$ cat src/rtl/uart_rx_to_parallel_if.sv
// Parallel-side bus of the UART receiver.
//   data_out    : received byte (receiver -> consumer)
//   data_valid  : data_out holds an unacknowledged byte
//   data_ack    : consumer acknowledges data_out (consumer -> receiver)
//   framing_err : one-cycle pulse, stop bit sampled low
//   overrun     : sticky, a byte completed while the previous one was pending
//   busy        : receiver is not idle
// master = receiver side, slave = consumer side.
interface uart_rx_to_parallel_if;
   logic [7:0] data_out;
   logic       data_valid;
   logic       data_ack;
   logic       framing_err;
   logic       overrun;
   logic       busy;

   modport master (
      output data_out, data_valid, framing_err, overrun, busy,
      input  data_ack
   );

   modport slave (
      input  data_out, data_valid, framing_err, overrun, busy,
      output data_ack
   );
endinterface

$ cat src/rtl/uart_rx_to_parallel.sv
// UART 8N1 receiver with a valid/ack parallel output.
//   clk   : system clock, posedge
//   reset : synchronous, active-high
//   rx    : asynchronous serial line, idles high
//   bus   : parallel handshake bus (master side), see uart_rx_to_parallel_if
//
// state     | meaning
// ----------+-------------------------------------------------------------
// S_IDLE    | line idle, waiting for rx_s low
// S_START   | half-bit wait, then confirm start bit is still low
// S_DATA    | sampling 8 data bits at mid-bit, LSB first
// S_STOP    | one bit wait, then check stop bit and deliver the byte
// S_WAIT_HI | stop bit was low; hold off until the line returns high
module uart_rx_to_parallel #(
   parameter int CLKS_PER_BIT = 256,
   parameter int CNT_W        = 8
) (
   input  logic                  clk,
   input  logic                  reset,
   input  logic                  rx,
   uart_rx_to_parallel_if.master bus
);

   typedef enum logic [2:0] {
      S_IDLE    = 3'd0,
      S_START   = 3'd1,
      S_DATA    = 3'd2,
      S_STOP    = 3'd3,
      S_WAIT_HI = 3'd4
   } state_t;

   localparam logic [CNT_W-1:0] HALF_LOAD = CNT_W'(CLKS_PER_BIT/2 - 1);
   localparam logic [CNT_W-1:0] FULL_LOAD = CNT_W'(CLKS_PER_BIT - 1);

   state_t            state_q, state_d;
   logic              sync1_q;
   logic              rx_s_q;
   logic [CNT_W-1:0]  cnt_q, cnt_d;
   logic [2:0]        bit_idx_q, bit_idx_d;
   logic [7:0]        shift_q, shift_d;
   logic [7:0]        data_out_q, data_out_d;
   logic              data_valid_q, data_valid_d;
   logic              framing_err_q, framing_err_d;
   logic              overrun_q, overrun_d;

   always_ff @(posedge clk) begin
      if (reset) begin
         state_q       <= S_IDLE;
         sync1_q       <= 1'b1;
         rx_s_q        <= 1'b1;
         cnt_q         <= '0;
         bit_idx_q     <= '0;
         shift_q       <= '0;
         data_out_q    <= '0;
         data_valid_q  <= 1'b0;
         framing_err_q <= 1'b0;
         overrun_q     <= 1'b0;
      end else begin
         state_q       <= state_d;
         sync1_q       <= rx;
         rx_s_q        <= sync1_q;
         cnt_q         <= cnt_d;
         bit_idx_q     <= bit_idx_d;
         shift_q       <= shift_d;
         data_out_q    <= data_out_d;
         data_valid_q  <= data_valid_d;
         framing_err_q <= framing_err_d;
         overrun_q     <= overrun_d;
      end
   end

   always_comb begin
      state_d       = state_q;
      cnt_d         = cnt_q;
      bit_idx_d     = bit_idx_q;
      shift_d       = shift_q;
      data_out_d    = data_out_q;
      // an ack on a pending byte clears it; a completing byte below overrides
      data_valid_d  = data_valid_q & ~bus.data_ack;
      framing_err_d = 1'b0;
      overrun_d     = overrun_q;

      unique case (state_q)
         S_IDLE: begin
            if (!rx_s_q) begin
               state_d = S_START;
               cnt_d   = HALF_LOAD;
            end
         end
         S_START: begin
            if (cnt_q == '0) begin
               if (!rx_s_q) begin
                  state_d   = S_DATA;
                  cnt_d     = FULL_LOAD;
                  bit_idx_d = '0;
               end else begin
                  state_d = S_IDLE;
               end
            end else begin
               cnt_d = cnt_q - 1'b1;
            end
         end
         S_DATA: begin
            if (cnt_q == '0) begin
               shift_d = {rx_s_q, shift_q[7:1]};
               cnt_d   = FULL_LOAD;
               if (bit_idx_q == 3'd7) begin
                  state_d   = S_STOP;
                  bit_idx_d = '0;
               end else begin
                  bit_idx_d = bit_idx_q + 1'b1;
               end
            end else begin
               cnt_d = cnt_q - 1'b1;
            end
         end
         S_STOP: begin
            if (cnt_q == '0) begin
               if (rx_s_q) begin
                  state_d      = S_IDLE;
                  data_out_d   = shift_q;
                  data_valid_d = 1'b1;
                  if (data_valid_q && !bus.data_ack) overrun_d = 1'b1;
               end else begin
                  state_d       = S_WAIT_HI;
                  framing_err_d = 1'b1;
               end
            end else begin
               cnt_d = cnt_q - 1'b1;
            end
         end
         S_WAIT_HI: begin
            if (rx_s_q) state_d = S_IDLE;
         end
         default: state_d = S_IDLE;
      endcase
   end

   assign bus.data_out    = data_out_q;
   assign bus.data_valid  = data_valid_q;
   assign bus.framing_err = framing_err_q;
   assign bus.overrun     = overrun_q;
   assign bus.busy        = (state_q != S_IDLE);

endmodule

$ cat src/flat_wrapper.sv
// flat-port wrapper written by rule: the top's interface ports become plain ports
module uart_rx_to_parallel_flat 
#(
   parameter int CLKS_PER_BIT = 256,
   parameter int CNT_W        = 8
)
  (clk, reset, rx, bus_data_out, bus_data_valid, bus_framing_err, bus_overrun, bus_busy, bus_data_ack);
  uart_rx_to_parallel_if bus_i ();
  input  logic clk;
  input  logic reset;
  input  logic rx;
  output wire logic [$bits(bus_i.data_out)-1:0] bus_data_out;
  output wire logic [$bits(bus_i.data_valid)-1:0] bus_data_valid;
  output wire logic [$bits(bus_i.framing_err)-1:0] bus_framing_err;
  output wire logic [$bits(bus_i.overrun)-1:0] bus_overrun;
  output wire logic [$bits(bus_i.busy)-1:0] bus_busy;
  input wire logic [$bits(bus_i.data_ack)-1:0] bus_data_ack;
  assign bus_data_out = bus_i.data_out;
  assign bus_data_valid = bus_i.data_valid;
  assign bus_framing_err = bus_i.framing_err;
  assign bus_overrun = bus_i.overrun;
  assign bus_busy = bus_i.busy;
  assign bus_i.data_ack = bus_data_ack;
  uart_rx_to_parallel #(.CLKS_PER_BIT(CLKS_PER_BIT), .CNT_W(CNT_W)) u_core (.clk(clk), .reset(reset), .rx(rx), .bus(bus_i));
endmodule
$ cat config.mk
export PLATFORM = sky130hd
export DESIGN_NAME = uart_rx_to_parallel_flat
export DESIGN_NICKNAME = d
export VERILOG_FILES = /design/src/rtl/uart_rx_to_parallel_if.sv /design/src/rtl/uart_rx_to_parallel.sv /design/src/flat_wrapper.sv
export SDC_FILE = /design/constraint.sdc
export NUM_CORES = 1
export LEC_CHECK = 0
export BUFFER_PORTS_ARGS = -buffer_cell sky130_fd_sc_hd__buf_2
export CAP_MARGIN = 20
export CORE_ASPECT_RATIO = 0.9
export CORE_MARGIN = 3
export CORE_UTILIZATION = 51
export CTS_CLUSTER_SIZE = 24
export DETAILED_ROUTE_END_ITERATION = 12
export PLACE_DENSITY = 0.73
export SLEW_MARGIN = 25
export SYNTH_ARGS = -nofsm -noshare
export SYNTH_HDL_FRONTEND = slang
export SYNTH_SLANG_ARGS = --single-unit
$ cat constraint.sdc
create_clock -name clk -period 1.7 [get_ports clk]
set_input_delay 0.51 -clock clk [delete_from_list [all_inputs] [get_ports clk]]
set_output_delay 0.51 -clock clk [all_outputs]
set_load 0.01 [all_outputs]
# [Yosys cells after proc, flatten, opt, wreduce, memory -nomap -nowiden]
# Cells that the tools add are included.
# W data, S select, Z words.
[word_totals] wordCells=68 out_inout_bits=12 regBits=35 inputBits=4
[op_classes] n_eq_ne=14 reduce_logical=14 n_addsub=2 bitwise_logic=4 mux=24
[op_table] op="$mux W8" count=5
[op_table] op="$mux W3" count=11
[op_table] op="$pmux W8 S4" count=1
[op_table] op="$pmux W3 S5" count=1
[op_table] op="$reduce_and A4 Y1" count=3
[op_table] op="$ne A2 B1 Y1 const B" count=5
[op_table] op="$logic_not A8 Y1" count=1
[op_table] op="$sub A8 B1 Y8 const B" count=1
[op_table] op="$eq A3 B2 Y1 const B" count=2
[op_table] op="$eq A3 B3 Y1 const B" count=2
[op_table] op="$ne A2 B2 Y1 const B" count=3
[op_table] op="$pmux W3 S2" count=1
[op_table] op="$reduce_and A6 Y1" count=1
[op_table] op="$mux W1" count=4
[op_table] op="$reduce_bool A4 Y1" count=1
[op_table] op="$add A3 B1 Y3 const B" count=1
[op_table] op="$eq A3 B1 Y1 const B" count=1
[op_table] op="$logic_not A3 Y1" count=1
[op_table] op="$ne A3 B3 Y1 const B" count=1
[op_table] op="$not A1 Y1" count=3
[op_table] op="$reduce_and A3 Y1" count=1
[op_table] op="$reduce_bool A3 Y1" count=1
[op_table] op="$reduce_or A3 Y1" count=1
[op_table] op="$mux W2" count=1
[op_table] op="other kinds (5)" count=5

# [Longest topological paths before layout]
# Gate-level depths: netlist of run 1.
[depth] ltp_word=5 depth_mapped=8 ltp_nobuf=6

# [Worst setup path after synthesis of run 1]
# Ideal clock, no wire load.
[synth_path] kind="reg2reg" from="register u_core.cnt_q[2]" to="register u_core.data_out_q[1] (netlist: u_core.bus.data_out[1])" t_arrival_ns=1.768 synth_period_minus_slack_ns=1.838 path_buffers=2 stages_incl_launch_ff=8 required_ns=1.630 setup_time_ns=0.070 setup_slack_ns=-0.138 cell_sequence="dfxtp_1 > buf_6 > or4_4 > nor4b_4 > and3_1 > buf_6 > nand2_1 > a21oi_2"
[synth_via] elab_chain_len=2
[synth_lines] element="from (decl)" line_no="uart_rx_to_parallel.sv:38" text="logic [CNT_W-1:0] cnt_q, cnt_d;"
[synth_lines] element="from (signal assigned)" line_no="uart_rx_to_parallel.sv:62" text="cnt_q <= cnt_d;"
[synth_lines] element="$logic_not A8 Y1" line_no="uart_rx_to_parallel.sv:118" text="if (cnt_q == '0) begin"
[synth_lines] element="$reduce_and A3 Y1 (no line)"
[synth_lines] element="to (signal assigned)" line_no="uart_rx_to_parallel.sv:65" text="data_out_q <= data_out_d;"
[synth_lines] element="to (decl)" line_no="uart_rx_to_parallel.sv:41" text="logic [7:0] data_out_q, data_out_d;"
# No other way between the ends.
# A chain may end at the register's enable or synchronous reset.

# [Worst setup path in the final report of run 1]
[layout_path] from="register u_core.cnt_q[5]" to="register u_core.shift_q[4]"
[layout_via] elab_chain_len=2
[layout_lines] element="$logic_not A8 Y1" line_no="uart_rx_to_parallel.sv:104" text="if (cnt_q == '0) begin"
[layout_lines] element="$reduce_and A2 Y1 (no line)"
[layout_lines] element="to (signal assigned)" line_no="uart_rx_to_parallel.sv:64" text="shift_q <= shift_d;"
[layout_lines] element="to (decl)" line_no="uart_rx_to_parallel.sv:40" text="logic [7:0] shift_q, shift_d;"
# No other way between the ends.

==> flow_summary.toml, run 1 <==
[outcome]
status = "finished, violations left"
violations = "negative setup slack"

[synth]
synth_cells = 190
yosys_warnings = 0
yosys.area.top_type = "dfxtp_1"
synth.distinct_cells = 40
syn_area_um2 = 1590
synth.most_common_cell = "nand2_1"
synth_area_leaders = "dfxtp_1, nand2_1, a21oi_2"
synth.top_cell.area_share = 0.440
synth_ff_type = "dfxtp_1"
synth_seq_cells = 35
synth_nets = 198
postSynthAreaPerCell_um2 = 8.38
synth-async-reset-ratio = 0
synth_edf_count = 0
ys_top_cells_by_count = "nand2_1, dfxtp_1, nor2_1"
ys_seq_area_frac = 0.440

[global_routing]
grt_pass1_vias = 1446
grt_pass1_wl_um = 6470
track_usage = 0.225
antenna_found_initial = 0
grt-ovfl-total = 0
grt_max_degree = 20

[placement]
gp_congestion = 0.857
pre_cts_ws_ns = -0.182
numPortBuffers = 15
dp_hpwl_um = 2550
dpl_cell_area_um2 = 1860

[power_and_ir_drop]
cell_internal_pwr_mw = 1.41
seq_power_share = 0.446
comb_power_share = 0.229
p_clk_frac = 0.326
power_density_nw_per_um2 = 909
power_switching_mw = 0.519
swShare = 0.269
leakage_nw = 0.855
peakVddDrop_mv = 0.939

[timing]
hold_viol_final = 0
setup_viol = 20
post-route-min-period_ns = 1.88
rsz0062_at_grt = "true"
slew_headroom = 0.688
worst_slack_ns = -0.181
timing.fmax_ghz = 0.532
maxSlewViolCount = 0
fin_skew_ns = 0.00409
period_share = 1.11
worst_slew_pin_slew_ns = 0.468

[clock_tree]
cts_tree = "yes"
cts_max_level = 2
clk-insertion-delay-late_ns = 0.34
cts_sinks = 35
cts.clk_slew.worst_paths_ns = 0.11
clockRootBuffer = "clkbuf_4"
numCtsBuffers = 5
clk_path_buf_depth = 2

[layout]
n_antenna_cell = 0
final_area_um2 = 2120
final_layout_size_suffix_gt1_frac = 0.404
nNetsFinal = 242
syn2layout_area_growth_pct = 33.5

[routing]
routed_wl_um = 4210
via_count = 1546
via_per_inst = 5.62
drt-wirelength-per-cell_um = 15.3
antenna_left = 0
dr.pass1.iters = 4
initialDrtViolationCount = 81
drc = 0

[worst_setup_path]
crit_fanout = 5
crit_path_top_delay_cell = "or4_4"
crit_path_end_kind = "flop"
cp_top_family = "simple AND/OR/NAND/NOR gates"
critical_path_class = "reg2reg"
slowest_delay_ns = 0.55
startpoint_type = "flop"
crit_chain = "or4_4 -> nor4b_4 -> buf_4 -> and2b_2 -> buf_6 -> nand2_1 -> a21oi_1"
arrival_ns = 2.16
critPathBufInv = 2
worst-endpoint-required_ns = 1.97

[floorplanning]
ios = 16
rows = 18
chipHeight_um = 59.0
start_util = 0.556
core_um2 = 2860
die_w_um = 64.9
die_area_um2 = 3830

[min_path]
hp-class = "in2reg"

[job]
drv_cap = 0
[cell families after synthesis]
| family | after synthesis | synth area share |
|---|---|---|
| mux | 4 | 0.0259 |
| xor+xnor | 1 | 0.00550 |
| fa+ha+maj | 4 | 0.0314 |
| buf+inv | 20 | 0.0605 |
| simple gates | 85 | 0.255 |
| flops | 35 | 0.440 |
| compound gates | 41 | 0.182 |
[power by group through the flow]
stage | logic, mW | registers, mW | clock network [mW]
CTS | 0.369 | 0.857 | 0.636
detailed placement | 0.328 | 0.879 | 0
floorplan | 0.191 | 0.886 | 0
global placement | 0.315 | 0.877 | 0
finish | 0.441 | 0.860 | 0.629
global route | 0.469 | 0.863 | 0.664
[cells in the final DEF, fill, tap and decap left out, types with 2 or more instances in the layout]
| cell type | instances |
|---|---|
| nand2_1 | 37 |
| dfxtp_1 | 32 |
| buf_4 | 30 |
| nor2_1 | 16 |
| buf_2 | 15 |
| a21oi_2 | 11 |
| a21oi_1 | 10 |
| inv_1 | 8 |
| nor3_1 | 8 |
| clkbuf_4 | 5 |
| nand2_2 | 4 |
| ha_1 | 4 |
| and3_4 | 3 |
| mux2i_1 | 3 |
| a31o_2 | 3 |
| a211oi_1 | 3 |
| buf_6 | 3 |
| nor3b_1 | 2 |
| or2_2 | 2 |
| nand3_4 | 2 |
| nor4_1 | 2 |
| o21ai_0 | 2 |
| dfxtp_4 | 2 |
[metrics by stage]
stage / total power, mW / TNS [ns] / instances / util / hold WS (ns)
after floorplan: 1.08 / 0 / 190 / - / 0.389
after CTS: 1.86 / -1.44 / 273 / 0.710 / 0.338
after global placement: 1.19 / -1.18 / 260 / 0.650 / 0.400
after global routing: 2.00 / -3.71 / 275 / 0.743 / 0.344
after detailed placement: 1.21 / -2.22 / 260 / 0.650 / 0.407
final: 1.93 / -2.62 / 275 / 0.743 / 0.347
[cell type report]
cell class | instances | area (um^2)
fill | 214 | 736
tap | 40 | 50.0
inverter | 8 | 30.0
sequential | 35 | 709
clock inverter | 2 | 35.0
timing repair buffer | 48 | 334
multi-input combinational | 136 | 915
clock buffer | 6 | 51.3
[flip-flops by register name (all words and copies together), names as in the netlist]
register / flops
u_core.bus.data_out: 8
u_core.cnt_q: 8
u_core.shift_q: 8
u_core.bit_idx_q: 3
u_core.state_q: 3
u_core.bus.data_valid: 1
u_core.bus.framing_err: 1
u_core.bus.overrun: 1
u_core.rx_s_q: 1
u_core.sync1_q: 1
[routing by layer]
layer | part of all wire | global-route usage | wire, um
met1 | 0.40 | 0.250 | 1680
met5 | 0 | 0 | 0
met4 | 0.027 | 0.0873 | 113
met2 | 0.51 | 0.408 | 2150
met3 | 0.064 | 0.0626 | 270
[worst paths after layout]
check / start / end / slack (ns) / depth (start not counted)
min: rx / u_core.sync1_q$_SDFF_PP1_ / 0.35 / 2
max: u_core.cnt_q[5]$_SDFFE_PP0P_ / u_core.shift_q[4]$_SDFFE_PP0P_ / -0.18 / 7
max reg2reg: u_core.cnt_q[5]$_SDFFE_PP0P_ / u_core.shift_q[4]$_SDFFE_PP0P_ / -0.18 / 7
min reg2reg: u_core.sync1_q$_SDFF_PP1_ / u_core.rx_s_q$_SDFF_PP1_ / 0.43 / 1
[timing repair]
action,4_1_cts,5_1_grt
hold buffers,0,0
pin swaps,6,15
resized for setup,12,21
setup buffers,6,2
setup endpoints to repair,28,31
cloned,1,0
(Power assumes the default switching activity.)
==> run 2: changes to the inputs <==
--- a/config.mk
+++ b/config.mk
@@ -12,6 +12,7 @@
 export CORE_UTILIZATION = 51
 export CTS_CLUSTER_SIZE = 24
 export DETAILED_ROUTE_END_ITERATION = 12
+export MAX_ROUTING_LAYER = met4
 export PLACE_DENSITY = 0.73
 export SLEW_MARGIN = 25
 export SYNTH_ARGS = -nofsm -noshare
==> run 2 against run 1 <==
  * The run still ends with negative setup slack left
  * Sequential power about the same
  * Maximum frequency barely moved
  * Sequential share of layout area decreased by 0.69 points
  * Wire length grew 3.8%
  * Critical path depth is the same
  * Non-clock buffer count rose by 1
  * Final area up 2.1%
  * Critical path type unchanged
  * Critical endpoint unchanged
  * Highest routed layer unchanged
==> flow_summary.toml, run 2 (synthesis gave the netlist of run 1 again) <==
[placement]
numPortBuffers = 15
gp_congestion = 0.871
dp_hpwl_um = 2550
dp_cells = 260

[floorplanning]
die_area_um2 = 3830
ios = 16
chipHeight_um = 59.0
start_util = 0.556
die_w_um = 64.9
rows = 18
core_um2 = 2860

[power_and_ir_drop]
peakVddDrop_mv = 0.684
cell_internal_pwr_mw = 1.43
comb_power_share = 0.240
power_switching_mw = 0.536
leakage_nw = 0.867
seq_power_share = 0.439
power_density_nw_per_um2 = 904
swShare = 0.273
p_clk_frac = 0.321

[worst_setup_path]
crit_path_end_kind = "flop"
startpoint_type = "flop"
crit_fanout = 5
worst-endpoint-required_ns = 1.98
crit_path_start = "u_core.cnt_q[5]$_SDFFE_PP0P_"
r2r-start = "u_core.cnt_q[5]$_SDFFE_PP0P_"
arrival_ns = 2.16
critical_path_class = "reg2reg"

[layout]
final_layout_size_suffix_gt1_frac = 0.436
final_common_cell = "nand2_1"
n_antenna_cell = 0
fin_cells = 276
fillers = 190
final_cell_mix = "nand2_1, dfxtp_1, buf_4, nor2_1, buf_2"
syn2layout_area_growth_pct = 36.3
nNetsFinal = 243

[global_routing]
antenna_found_initial = 0
track_usage = 0.232
grt-ovfl-total = 0
grt_pass1_vias = 1443
grt_pass1_wl_um = 6490
grt_max_degree = 20

[routing]
drc = 0
via_count = 1562
routed_wl_um = 4370
drt-wirelength-per-cell_um = 15.8
antenna_left = 0
dr.pass1.iters = 4
via_per_inst = 5.66
initialDrtViolationCount = 96

[timing]
period_share = 1.11
rsz0062_at_grt = "true"
hold_viol_final = 0
maxSlewViolCount = 0
setup_viol = 20
timing.fmax_ghz = 0.531
fin_setup_tns_ns = -2.52
post-route-min-period_ns = 1.88
fin_skew_ns = 0.00541
slew_headroom = 0.749
worst_slack_ns = -0.182
worst_slew_pin_slew_ns = 0.374

[outcome]
violations = "negative setup slack"
status = "finished, violations left"

[clock_tree]
cts_tree = "yes"
clk_path_buf_depth = 2
numCtsBuffers = 5
clockRootBuffer = "clkbuf_4"
cts_max_level = 2
cts.clk_slew.worst_paths_ns = 0.11
clk-insertion-delay-late_ns = 0.35
cts_sinks = 35

[min_path]
hp-class = "in2reg"
hold_path_startpoint = "rx"

[job]
drv_cap = 0
==> run 2: path summary, 6_finish.rpt <==
| check | to | slack [ns] | cells past startpoint |
|---|---|---|---|
| worst max-delay path | u_core.shift_q[4]$_SDFFE_PP0P_ | -0.18 | 7 |
| worst min-delay path | u_core.sync1_q$_SDFF_PP1_ | 0.34 | 2 |
| worst max register to register | u_core.shift_q[4]$_SDFFE_PP0P_ | -0.18 | 7 |
| worst min register to register | u_core.rx_s_q$_SDFF_PP1_ | 0.43 | 1 |
==> run 2: per-layer routing <==
| metal | vias up | global-route usage | wire length [um] |
|---|---|---|---|
| met5 | - | - | 0 |
| met4 | 0 | 0.0873 | 133 |
| met3 | 17 | 0.0626 | 232 |
| met2 | 52 | 0.407 | 2260 |
| met1 | 749 | 0.254 | 1740 |
| li1 | 744 | - | - |
==> run 2: area by class of cell <==
type	instances	area, um^2	area share
Clock buffer	6	51.3	0.0236
Clock inverter	2	35.0	0.0161
Inverter	8	30.0	0.0138
Multi-Input combinational cell	136	948	0.437
Sequential cell	35	709	0.327
Tap cell	40	50.0	0.0231
Timing Repair Buffer	49	345	0.159
==> run 2: critical path, stage by stage, from the launching register on <==
cell     delay [ns]
dfxtp_2        0.34
or4_4          0.55
nor4b_4        0.23
buf_4          0.19
and2b_2        0.17
buf_6          0.11
nand2_1        0.06
a21oi_1        0.16
==> run 2: what timing repair did <==
item                                    CTS  global route
endpoints found under the setup margin   28            31
setup buffers                             6             3
pin swaps                                 6            18
gates resized for setup                  12            30
gates cloned                              1             0
hold buffers                              0             0
==> run 2: metrics by stage <==
step	power [mW]	utilization	hold WS, ns	instance area [um^2]	setup WS (ns)
4_1_cts	1.86	0.710	0.338	2030	-0.104
5_1_grt	2.03	0.759	0.344	2170	-0.236
3_5_place_dp	1.21	0.650	0.407	1860	-0.182
2_1_floorplan	1.08	-	0.389	1600	0.00184
6_report	1.96	0.759	0.342	2170	-0.182
3_3_place_gp	1.19	0.650	0.400	1860	-0.134
==> run 2: power by group through the flow <==
| stage | clock network, mW | logic (mW) | registers [mW] |
|---|---|---|---|
| after floorplan | 0 | 0.191 | 0.886 |
| after global placement | 0 | 0.315 | 0.877 |
| after detailed placement | 0 | 0.328 | 0.879 |
| after CTS | 0.636 | 0.369 | 0.857 |
| after global routing | 0.667 | 0.502 | 0.864 |
| final | 0.629 | 0.471 | 0.862 |
